--- src/rtl/inst_encode_loader.sv ---
// Packs decoded instruction fields into 32-bit ARM-format words and writes them
// sequentially into instruction memory, holding the CPU in reset until loaded.
module inst_encode_loader #(
    parameter int                ADDR_W    = 32,
    parameter logic [ADDR_W-1:0] BASE_ADDR = '0,
    parameter int                DEPTH     = 64,
    parameter logic [3:0]        COND      = 4'hE
) (
    input  logic              clk,
    input  logic              rst_n,
    input  logic              start,
    input  logic              in_valid,
    output logic              in_ready,
    input  logic [1:0]        in_op,
    input  logic [5:0]        in_funct,
    input  logic [3:0]        in_rn,
    input  logic [3:0]        in_rd,
    input  logic [11:0]       in_src2,
    input  logic [23:0]       in_imm24,
    input  logic              in_last,
    output logic              mem_we,
    output logic [ADDR_W-1:0] mem_addr,
    output logic [31:0]       mem_wdata,
    output logic              cpu_rst_n,
    output logic              busy,
    output logic              done,
    output logic              error,
    output logic [6:0]        word_count
);

    typedef enum logic [1:0] {
        ST_IDLE,
        ST_LOAD,
        ST_DONE,
        ST_ERROR
    } state_t;

    localparam logic [6:0] DEPTH_CNT = 7'(DEPTH);

    state_t              state_reg;
    state_t              state_next;
    logic                last_seen_reg;
    logic                mem_we_reg;
    logic [ADDR_W-1:0]   mem_addr_reg;
    logic [ADDR_W-1:0]   next_addr_reg;
    logic [31:0]         mem_wdata_reg;
    logic [6:0]          word_count_reg;

    logic                xfer;
    logic                illegal;
    logic                overflow;
    logic                wr_ok;
    logic                new_session;
    logic [31:0]         enc_word;

    assign in_ready    = (state_reg == ST_LOAD) && !last_seen_reg;
    assign xfer        = in_valid && in_ready;
    assign illegal     = (in_op == 2'b11);
    assign overflow    = (word_count_reg == DEPTH_CNT);
    assign wr_ok       = xfer && !illegal && !overflow;
    // A start pulse arriving mid-load is ignored.
    assign new_session = start && (state_reg != ST_LOAD);

    always_comb begin
        enc_word = '0;
        case (in_op)
            2'b00, 2'b01: enc_word = {COND, in_op, in_funct, in_rn, in_rd, in_src2};
            2'b10:        enc_word = {COND, 2'b10, in_funct[5:4], in_imm24};
            default:      enc_word = '0;
        endcase
    end

    always_ff @(posedge clk or negedge rst_n) begin
        if (!rst_n) begin
            state_reg <= ST_IDLE;
        end else begin
            state_reg <= state_next;
        end
    end

    always_comb begin
        state_next = state_reg;
        case (state_reg)
            ST_IDLE: begin
                if (start) state_next = ST_LOAD;
            end
            ST_LOAD: begin
                if (xfer && (illegal || overflow)) begin
                    state_next = ST_ERROR;
                end else if (last_seen_reg) begin
                    // Final word is being written this cycle.
                    state_next = ST_DONE;
                end
            end
            ST_DONE: begin
                if (start) state_next = ST_LOAD;
            end
            ST_ERROR: begin
                if (start) state_next = ST_LOAD;
            end
            default: state_next = ST_IDLE;
        endcase
    end

    always_ff @(posedge clk or negedge rst_n) begin
        if (!rst_n) begin
            last_seen_reg  <= 1'b0;
            mem_we_reg     <= 1'b0;
            mem_addr_reg   <= BASE_ADDR;
            next_addr_reg  <= BASE_ADDR;
            mem_wdata_reg  <= '0;
            word_count_reg <= '0;
        end else begin
            mem_we_reg <= 1'b0;
            if (new_session) begin
                last_seen_reg  <= 1'b0;
                next_addr_reg  <= BASE_ADDR;
                word_count_reg <= '0;
            end else if (wr_ok) begin
                mem_we_reg     <= 1'b1;
                mem_addr_reg   <= next_addr_reg;
                mem_wdata_reg  <= enc_word;
                next_addr_reg  <= next_addr_reg + ADDR_W'(4);
                word_count_reg <= word_count_reg + 7'd1;
                if (in_last) last_seen_reg <= 1'b1;
            end
        end
    end

    assign mem_we     = mem_we_reg;
    assign mem_addr   = mem_addr_reg;
    assign mem_wdata  = mem_wdata_reg;
    assign word_count = word_count_reg;
    assign busy       = (state_reg == ST_LOAD);
    assign done       = (state_reg == ST_DONE);
    assign error      = (state_reg == ST_ERROR);
    assign cpu_rst_n  = (state_reg == ST_DONE);

endmodule

--- config.mk ---
export PLATFORM = sky130hd
export DESIGN_NAME = inst_encode_loader
export DESIGN_NICKNAME = d
export VERILOG_FILES = /design/src/rtl/inst_encode_loader.sv
export SDC_FILE = /design/constraint.sdc
export NUM_CORES = 1
export LEC_CHECK = 0
export ABC_AREA = 1
export CAP_MARGIN = 20
export CORE_MARGIN = 2
export CORE_UTILIZATION = 30
export DETAILED_ROUTE_END_ITERATION = 16
export PLACE_DENSITY_LB_ADDON = 0.3
export SLEW_MARGIN = 40
export SYNTH_ARGS = -nofsm -noshare
export SYNTH_HDL_FRONTEND = slang
export SYNTH_SLANG_ARGS = --single-unit
export TNS_END_PERCENT = 1
--- constraint.sdc ---
create_clock -name clk -period 1.7 [get_ports clk]
set_input_delay 0.255 -clock clk [delete_from_list [all_inputs] [get_ports clk]]
set_output_delay 0.255 -clock clk [all_outputs]
set_load 0.01 [all_outputs]
### After elaboration in Yosys (flattened, before gate mapping)

Index checks and enable logic that the tools add are counted.

| word-level totals | value |
|---|---|
| flip-flop bits (word level) | 107 |
| output and inout port bits | 77 |

| operators by class | value |
|---|---|
| add/sub/neg operators | 2 |
| equal/unequal tests | 10 |
| muxes and demuxes | 14 |
| bitwise gates (word level) | 1 |
| reductions and logical operators | 19 |

Operators with widths:

| cell | count |
|---|---|
| 32-bit two-way mux | 2 |
| 32-bit case mux with 2 select lines | 1 |
| 32-bit by 3-bit adder with 32-bit output (second input constant) | 1 |
| 7-bit two-way mux | 2 |
| 2-bit equality test (second input constant) | 4 |
| 7-bit by 1-bit adder with 7-bit output (second input constant) | 1 |
| 7-bit equality test (second input constant) | 1 |
| 1-bit logical AND | 6 |
| 2-bit two-way mux | 3 |
| 2-bit AND reduction | 3 |
| 1-bit two-way mux | 5 |
| 2-bit by 1-bit equality test with 1-bit output (second input constant) | 2 |
| 2-bit zero test | 2 |
| 2-bit by 1-bit != test with 1-bit output (second input constant) | 2 |
| 2-bit case mux with 2 select lines | 1 |
| 2-bit nonzero test | 2 |
| 1-bit zero test | 3 |
| 3-bit by 1-bit != test with 1-bit output (second input constant) | 1 |
| 3-bit OR reduction | 1 |
| 2-bit OR reduction | 1 |
| 1-bit logical OR | 1 |
| 1-bit NOT | 1 |

### Logic depth before layout (Yosys ltp)

Gate-level depths: netlist of the first run.

| depth | value |
|---|---|
| depth in word-level cells | 7 |
| gate-level depth with buffers | 12 |

### Least setup slack after synthesis of the first run

No wires, ideal clock.

| timing | value |
|---|---|
| path type | register to register |
| start point | reg word_count_reg[0], in the netlist word_count[0] |
| end point | reg mem_wdata_reg[10], in the netlist mem_wdata[10] |
| setup time | 0.130 ns |
| arrival time | 1.450 ns |
| data required time | 1.570 ns |
| setup slack | 0.120 ns |
| stages on the path, launching flop included | 11 |
| period minus slack after synthesis | 1.580 ns |
| path through | dfrtp_1 -> inv_1 -> ha_1 -> nand2_1 -> inv_1 -> nand3_1 -> inv_1 -> nor2_2 -> buf_6 -> buf_2 -> a31oi_1 |

| between the ends | value |
|---|---|
| cells in the longest elaborated chain, start to end | 4 |

RTL lines:

| item | RTL line | RTL |
|---|---|---|
| from (decl) | 47 | `logic [6:0] word_count_reg;` |
| from (signal assigned) | 124 | `word_count_reg <= word_count_reg + 7'd1;` |
| 7-bit equality test | 59 | `assign overflow = (word_count_reg == DEPTH_CNT);` |
| 1-bit zero test | 60 | `assign wr_ok = xfer && !illegal && !overflow;` |
| 1-bit logical AND | 60 |  |
| 2-bit AND reduction (no line) | - |  |
| to (signal assigned) | 122 | `mem_wdata_reg <= enc_word;` |
| to (decl) | 46 | `logic [31:0] mem_wdata_reg;` |

No other way between the ends.
A chain may end at the register's enable or synchronous reset.

### Worst setup path after layout of the first run

| timing | value |
|---|---|
| start point | reg word_count_reg[0], in the netlist word_count[0] |
| end point | reg mem_wdata_reg[20], in the netlist mem_wdata[20] |

Same word-level chain as after synthesis.

==> results.md, run 1 <==
- Routability-driven placement finished with a final weighted congestion of 0.851.
- Among cell families on the critical path, the largest total delay comes from buffers and inverters.
- The post-synthesis mux area share is 0.
- 134 I/O pins were placed.
- The number of endpoints with negative hold slack in the final report is 0.
- The power density over cell area is 1190 mW/mm^2.
- The post-synthesis cell type count is 30.
- The number of max-cap violations is 0.
- The core region is 0.0160 mm^2.
- Setup violations remaining at the end of the flow were counted as 0.
- The total routing usage reported by global routing is 0.158.
- Counting every sink on the clock net gives 100.
- The largest incremental delay on the critical path is 0.38 ns.
- Based on the critical path, the design can be clocked at up to 0.604 GHz.
- The number of instances in the synthesized netlist is 646.
- The total overflow left after global routing is 0.
- The wire-length estimate of the detail-placed layout is 10100 um.
- The first-pass GRT wire length is 22300 um.
- After detailed routing, the number of remaining DRC violations is 0.
- The via count of the first global-routing pass is 4384.
- The layout overhead on the synthesized area is 47.2%.
- The maximum fanout encountered on the critical timing path is 14.
- The clock transition at the register clock pins on the worst setup and hold paths after CTS is 0.07 ns.
- The die is 132 um wide.
- The number of synthesized flops with an enable pin is 0.
- The critical path goes through inv_2 > ha_1 > nand2_1 > inv_2 > nand3_4 > inv_2 > nor2_4 > buf_12 > buf_12 > buf_12 > nor2_1 > a31oi_1.
- The count of nets left with antenna violations once routing finished came out at 0.
- In this run, CTS created clock tree buffers numbering 9.
- The least setup slack across all paths after layout is 0.0433 ns.
- On the critical path, the stage with the largest delay is an instance of sky130_fd_sc_hd__dfrtp_1.
- In the final routed layout, each cell accounts on average for 13.2 um.
- Before antenna repair, the detailed router went through 4 iterations.
- Counting along the longest clock path gives a buffer depth of 2.
- TritonCTS built the clock tree.
- For this run, the number of Yosys warnings is 0.
- The starting DRC count in detailed routing is 221.
- The critical path is of the reg -> reg type.
- The total buffers and inverters traversed by the critical path is 6.
- The via count is 4585.
- The total non-filler cell area in the finished layout is 0.00727 mm^2.
- The clock tree skew after final layout is 0.0119 ns.
- The count of final max-slew check failures is 0.
- Entering global routing, the biggest net connects 43 pins.
- Of the total synthesized cell area, the portion taken by XOR and XNOR cells is 0.00710.
- The worst hold path belongs to the class in -> async.
- The main flop type after synthesis is sky130_fd_sc_hd__dfrtp_1.
- For this design the static power due to leakage is 3.29 nW.
- The run finished with clean final reports.
- The summed instance area of the synthesized netlist is 0.00494 mm^2.
- The compound-cell area share of the yosys netlist is 0.0821.
- Of the total synthesized cell area, the portion taken by AND, OR, NAND and NOR gates is 0.307.
- Timing analysis after detailed placement gives a worst setup slack of -0.138 ns.
- The floorplan step defined a die boundary enclosing 0.0175 mm^2.
- The die boundary height is 132 um.
- The number of levels the H-tree was split into is 3.
- After detailed placement, the total cell area comes to 0.00678 mm^2.
- The total length of routed wires is 13600 um.
- Setup repair after global routing could not meet its margin everywhere.
- Synthesis inferred 100 register bits.
- The final cycle utilization of the critical path is 0.975.
- STA classifies the critical path startpoint as a flop.
- The number of antenna diodes in the final layout is 0.
- The initial standard-cell utilization of the core is 0.308.
- The initialized floorplan defines 46 standard-cell rows.
- The critical path data required time is 1.97 ns.
- By area, the combinational part of the netlist is dominated by simple AND/OR/NAND/NOR gates.
- The source-to-sink clock delay at the later pin of the worst-skew pair is 0.35 ns.
- STA puts the critical path data arrival time at 1.93 ns.
- The mean instance size in the synthesized netlist is 7.64 um^2.
- The fraction of layout instances using a drive strength above 1 is 0.108.
- The master cell of the clock root buffer is sky130_fd_sc_hd__clkbuf_16.
- The number of I/O port buffers is 130.
- After synthesis, the share of flip-flops with an asynchronous set or reset is 1.00.
- Fill cells in the final layout number 1632.
- The number of antenna violations at the first check in global routing is 0.
- The minimum hold slack is 0.360 ns.
- The detailed-route vias per instance is 4.44.
- The critical path capture point type is a flop.
- The highest ir drop seen on vdd is 0.672 mV.
- In the final design database the tool counted 872 nets.
- The worst path in the final design needs a cycle of 1.66 ns, including I/O delays and setup.
- The share of the yosys chip area belonging to registers is 0.507.
- Of the total synthesized cell area, the portion taken by full adders, half adders and majority gates is 0.00760.
- Summing internal, switching and leakage power gives 0.00867 W.
## final timing paths
| check | startpoint | end | slack, ns | depth (start not counted) |
|---|---|---|---|---|
| worst max-delay path | word_count[0] | mem_wdata[20] | 0.04 | 12 |
| worst min-delay path | rst_n | mem_addr[16] | 0.36 | 2 |
| worst max register to register | word_count[0] | mem_wdata[20] | 0.04 | 12 |
| worst min register to register | mem_addr[16] | mem_addr[16] | 0.48 | 2 |
| max in group asynchronous | rst_n | mem_addr[17] | 0.74 | 3 |
| min in group clk | in_src2[6] | mem_wdata[6] | 0.46 | 3 |
## what timing repair did
item                       4_1_cts  5_1_grt
gates resized for setup          7       13
pin swaps                        1        2
hold buffers                     1        0
setup buffers                    0        3
setup endpoints to repair       14       84
gates cloned                     0        3
hold endpoints to repair        26        0
## synth_stat cells (3+ instances only)
cell,instances,area [um^2]
sky130_fd_sc_hd__o21ai_0,29,145
sky130_fd_sc_hd__a31oi_1,25,156
sky130_fd_sc_hd__xor2_1,3,26.3
sky130_fd_sc_hd__inv_1,63,236
sky130_fd_sc_hd__nor2_2,6,37.5
sky130_fd_sc_hd__buf_2,12,60.1
sky130_fd_sc_hd__nor2_1,91,342
sky130_fd_sc_hd__o21ai_1,7,35.0
sky130_fd_sc_hd__dfrtp_1,100,2500
sky130_fd_sc_hd__o22ai_1,3,18.8
sky130_fd_sc_hd__buf_4,8,60.1
sky130_fd_sc_hd__nand2_1,207,777
sky130_fd_sc_hd__a21oi_1,7,35.0
sky130_fd_sc_hd__nand3_1,43,215
sky130_fd_sc_hd__clkbuf_1,7,26.3
sky130_fd_sc_hd__ha_1,3,37.5
sky130_fd_sc_hd__nor3_1,4,20.0
sky130_fd_sc_hd__buf_6,4,45.0
sky130_fd_sc_hd__nand4_1,10,62.6
## routing by layer
metal,vias to the layer above,wire (um),GRT usage
met5,-,0,0
li1,2368,-,-
met1,2074,6000,0.201
met3,10,1320,0.0750
met2,133,6200,0.245
met4,0,125,0.0376
## cells in the final DEF (no fill, tap or decap), types with 12 or more instances in the layout
cell	count
sky130_fd_sc_hd__nand3_1	42
sky130_fd_sc_hd__nand2_1	207
sky130_fd_sc_hd__o21ai_0	26
sky130_fd_sc_hd__a31oi_1	25
sky130_fd_sc_hd__inv_1	60
sky130_fd_sc_hd__buf_4	38
sky130_fd_sc_hd__dfrtp_1	99
sky130_fd_sc_hd__nor2_1	89
sky130_fd_sc_hd__clkbuf_16	12
sky130_fd_sc_hd__clkdlybuf4s50_1	124
## worst register-to-register path, delay by kind of cell (launching register included)
family	cells	cell delay [ns]
AND/OR/NAND/NOR	4	0.31
AO/OA/AOI/OAI	1	0.14
flip-flops	1	0.38
buffers and inverters	6	0.58
adder cells (fa/ha/maj)	1	0.19
## cells by family after synthesis
kind of cell	Yosys count
simple gates	369
flops	100
buf+inv	96
compound gates	73
xor+xnor	4
fa+ha+maj	3
other cells	1
## power by group
part	total (W)	internal [W]	switching [W]	leakage [nW]
Combinational	0.00333	0.00174	0.00159	1.83
Clock	0.00224	0.00130	0.000940	0.152
Sequential	0.00310	0.00283	0.000269	1.31
Total	0.00867	0.00587	0.00280	3.29
## metrics by stage
step / setup TNS, ns / utilization / std cells
floorplan: 0 / - / 648
global placement: -2.89 / 0.424 / 1010
detailed placement: -4.90 / 0.424 / 1010
CTS: -0.104 / 0.445 / 1027
global route: -1.10 / 0.454 / 1033
finish: 0 / 0.454 / 1033
## area by class of cell
class / count / area [um^2] / area share
tap: 216 / 270 / 0.0372
timing repair buffer: 184 / 1890 / 0.261
clock buffer: 9 / 225 / 0.0310
sequential: 100 / 2500 / 0.345
clock inverter: 7 / 97.6 / 0.0134
inverter: 65 / 244 / 0.0336
multi-input combinational: 452 / 2030 / 0.280
(Power assumes the default switching activity.)
==> run 2, diff against run 1 <==
--- a/config.mk
+++ b/config.mk
@@ -7,8 +7,9 @@
 export LEC_CHECK = 0
 export ABC_AREA = 1
 export CAP_MARGIN = 20
-export CORE_MARGIN = 2
+export CORE_MARGIN = 3
 export CORE_UTILIZATION = 30
+export CTS_CLUSTER_DIAMETER = 200
 export DETAILED_ROUTE_END_ITERATION = 16
 export PLACE_DENSITY_LB_ADDON = 0.3
 export SLEW_MARGIN = 40
==> run 2 against run 1 <==
Net effect:
- utilization is 0.82 points lower
- wire length is 2.1% lower
- worst setup slack better by 0.011 ns
- via count is 1.5% lower
- cell count is 1.5% lower
- sequential share of layout area is 0.63 points higher
- critical endpoint is now word_count[2]
- power is 0.74% lower
- global-route usage is 0.46 points lower
- die area is 3.0% higher
- count of clock-buffer cells in the layout stayed put
==> results.md, run 2 (synthesis gave the netlist of run 1 again) <==
- The fraction of layout instances using a drive strength above 1 is 0.103.
- The critical path data required time is 1.44 ns.
- The layout overhead on the synthesized area is 44.6%.
- Setup violations remaining at the end of the flow were counted as 0.
- The final critical path time including I/O delays and setup is 1.65 ns.
- Setup repair after global routing could not meet its margin everywhere.
- The via count is 4514.
- Setup slack on the worst reg-to-reg path comes out at 0.11 ns.
- The total length of routed wires is 13300 um.
- After detailed routing, the number of vias per cell comes to 4.43.
- The total area inside the core boundary comes to 0.0160 mm^2.
- The worst-case IR drop observed on VDD is 0.952 mV.
- The startpoint kind of the worst setup timing path is a flop.
- After legalization and detailed placement, the total HPWL measured 9770 um.
- The startpoint identified for the worst hold timing path is in_rn[2].
- After floorplanning, the core was divided into 46 placement rows.
- The number of nets with antenna violations after routing is 0.
- The maximum buffer depth of the clock tree is 2.
- The cell count of the worst reg-to-reg path is 9.
- In the layout the commonest cells are sky130_fd_sc_hd__nand2_1 (204), sky130_fd_sc_hd__clkdlybuf4s50_1 (124), sky130_fd_sc_hd__dfrtp_1 (99), sky130_fd_sc_hd__nor2_1 (87), sky130_fd_sc_hd__inv_1 (62).
- The filler cell count in the final layout is 1664.
- For this block, the initial DRC count from the detailed router was 251.
- The count of cells in the finished layout, fillers not included, comes to 1018.
- The area of all sequential standard cells is 0.00250 mm^2.
- At the pin with the least slew margin, the transition time is 0.561 ns.
- The net count of the finished layout is 857.
- In this run the critical register-to-register path is captured at next_addr_reg[29].
- After detailed routing, the number of remaining DRC violations is 0.
- Buffers inserted during clock tree synthesis total 9.
- The total routing usage reported by global routing is 0.154.
- The maximum fanout encountered on the critical timing path is 5.
- CTS built an H-tree with a depth of 3.
- After detailed routing, the average wire length per cell comes to 13.1 um.
- The via count of the first global-routing pass is 4336.
- The number of cells after detailed placement is 1001.
- The die is 134 um tall.
- The worst hold path belongs to the class in -> reg.
- The congestion estimate from routability-driven global placement came to 0.855.
- The worst register-to-register path begins at state_reg[1].
- The later pin in the worst-skew pair is clocked with a latency of 0.36 ns.
- The maximum clock frequency is 0.608 GHz.
- The first-pass GRT wire length is 22100 um.
- The number of endpoints with negative hold slack in the final report came to 0.
- Global routing finished with a remaining overflow of 0.
- TritonCTS built the clock tree.
- The fraction of the core area covered by cells at the end of the flow is 0.446.
- The commonest non-fill, non-tap cell in the layout is sky130_fd_sc_hd__nand2_1.
- The final cycle utilization of the critical path is 0.968.
- Summing all multi-input logic gate instances after layout gives 0.00207 mm^2.
- Power spread over the standard cell area amounts to 1210 mW/mm^2.
- The clock transition at the register clock pins on the worst setup and hold paths after CTS is 0.07 ns.
- The worst-case hold path end point is mem_wdata[18].
- The worst setup path is captured at an output pin.
- The run finished with clean final reports.
- The full die area is 0.0180 mm^2.
- Entering global routing, the biggest net connects 101 pins.
- During placement, the flow inserted port buffers numbering 130.
- After clock tree synthesis, the setup repair step added 0 buffers.
- The horizontal die dimension is 134 um.
- The I/O pin count is 134.
- In this run the static leakage power is 3.21 nW.
- Clock skew on the completed layout was measured at 0.00978 ns.
- The repair_antennas step left the layout with diodes totalling 0.
- The number of clock sinks seen by CTS is 100.
- The critical path is of the reg -> out type.
- The first-pass iteration count of the detailed router is 4.
- The worst hold path was traced through 3 stages.
- The count of final max-slew check failures was 0.
- Max-cap violations in this run came to 0.
- The initial standard-cell utilization of the core is 0.308.
- The master cell of the clock root buffer is sky130_fd_sc_hd__clkbuf_16.
- At the worst endpoint, the arrival time is 1.39 ns.
- The headroom to the max-slew limit is 0.626.
- The number of antenna violations at the first check in global routing came to 0.
## run 2: cell count changes in the layout (fill, tap and decap cells not counted), sizes merged
cell | previous run | this run
buf | 51 | 39
bufinv | 2 | 3
clkinv | 2 | 3
inv | 66 | 64
clkbuf | 12 | 9
## run 2: metrics by stage
step                setup slack (ns)  total power (W)  area [um^2]  setup TNS, ns  hold WS (ns)
global route                 -0.0293          0.00917         7140         -0.108         0.455
global placement             -0.0665          0.00628         6710          -2.09         0.371
detailed placement            -0.137          0.00629         6710          -3.52         0.368
finish                        0.0540          0.00860         7140              0         0.457
floorplan                      0.120          0.00456         4940              0       -0.0406
CTS                           -0.112          0.00868         7060         -0.112         0.443
## run 2: critical path, stage by stage, from the launching register on
cell	delay, ns
sky130_fd_sc_hd__dfrtp_1	0.36
sky130_fd_sc_hd__buf_4	0.14
sky130_fd_sc_hd__clkdlybuf4s50_1	0.54
## run 2: how the worst max path moves through the flow
stage | depth (start not counted) | slack, ns | startpoint | to
after floorplan | 10 | 0.12 | word_count[0] | mem_wdata[10]
after global placement | 8 | -0.07 | in_valid | mem_wdata[4]
after detailed placement | 8 | -0.14 | in_valid | mem_wdata[11]
after CTS | 2 | -0.11 | state_reg[0] | done
after global routing | 12 | -0.03 | word_count[0] | next_addr_reg[6]
final | 2 | 0.05 | word_count[2] | word_count[2]
## run 2: cell type report
type / count / share of cell area
flip-flops and latches: 100 / 0.351
multi-input cells: 452 / 0.290
repair buffers: 169 / 0.239
well taps: 216 / 0.0379
inverters: 65 / 0.0342
clock buffers: 9 / 0.0316
clock inverters: 7 / 0.0161
## run 2: layer usage
layer	share of wire	global-route usage	routed length, um
met5	0	0	0
met4	0.0098	0.0356	131
met3	0.10	0.0776	1400
met2	0.45	0.238	5990
met1	0.44	0.193	5830
## run 2: repair_timing
| action | in CTS | in global routing |
|---|---|---|
| resized for setup | 5 | 24 |
| setup endpoints to repair | 5 | 90 |
| pin swaps | 0 | 3 |
| endpoints found under the hold margin | 73 | 0 |
| hold buffers | 1 | 0 |
## run 2: report_power, final
group	leakage (nW)	switching, W	internal (W)
registers	1.31	0.000267	0.00283
logic	1.73	0.00153	0.00159
clock network	0.161	0.000945	0.00143
total	3.21	0.00275	0.00586
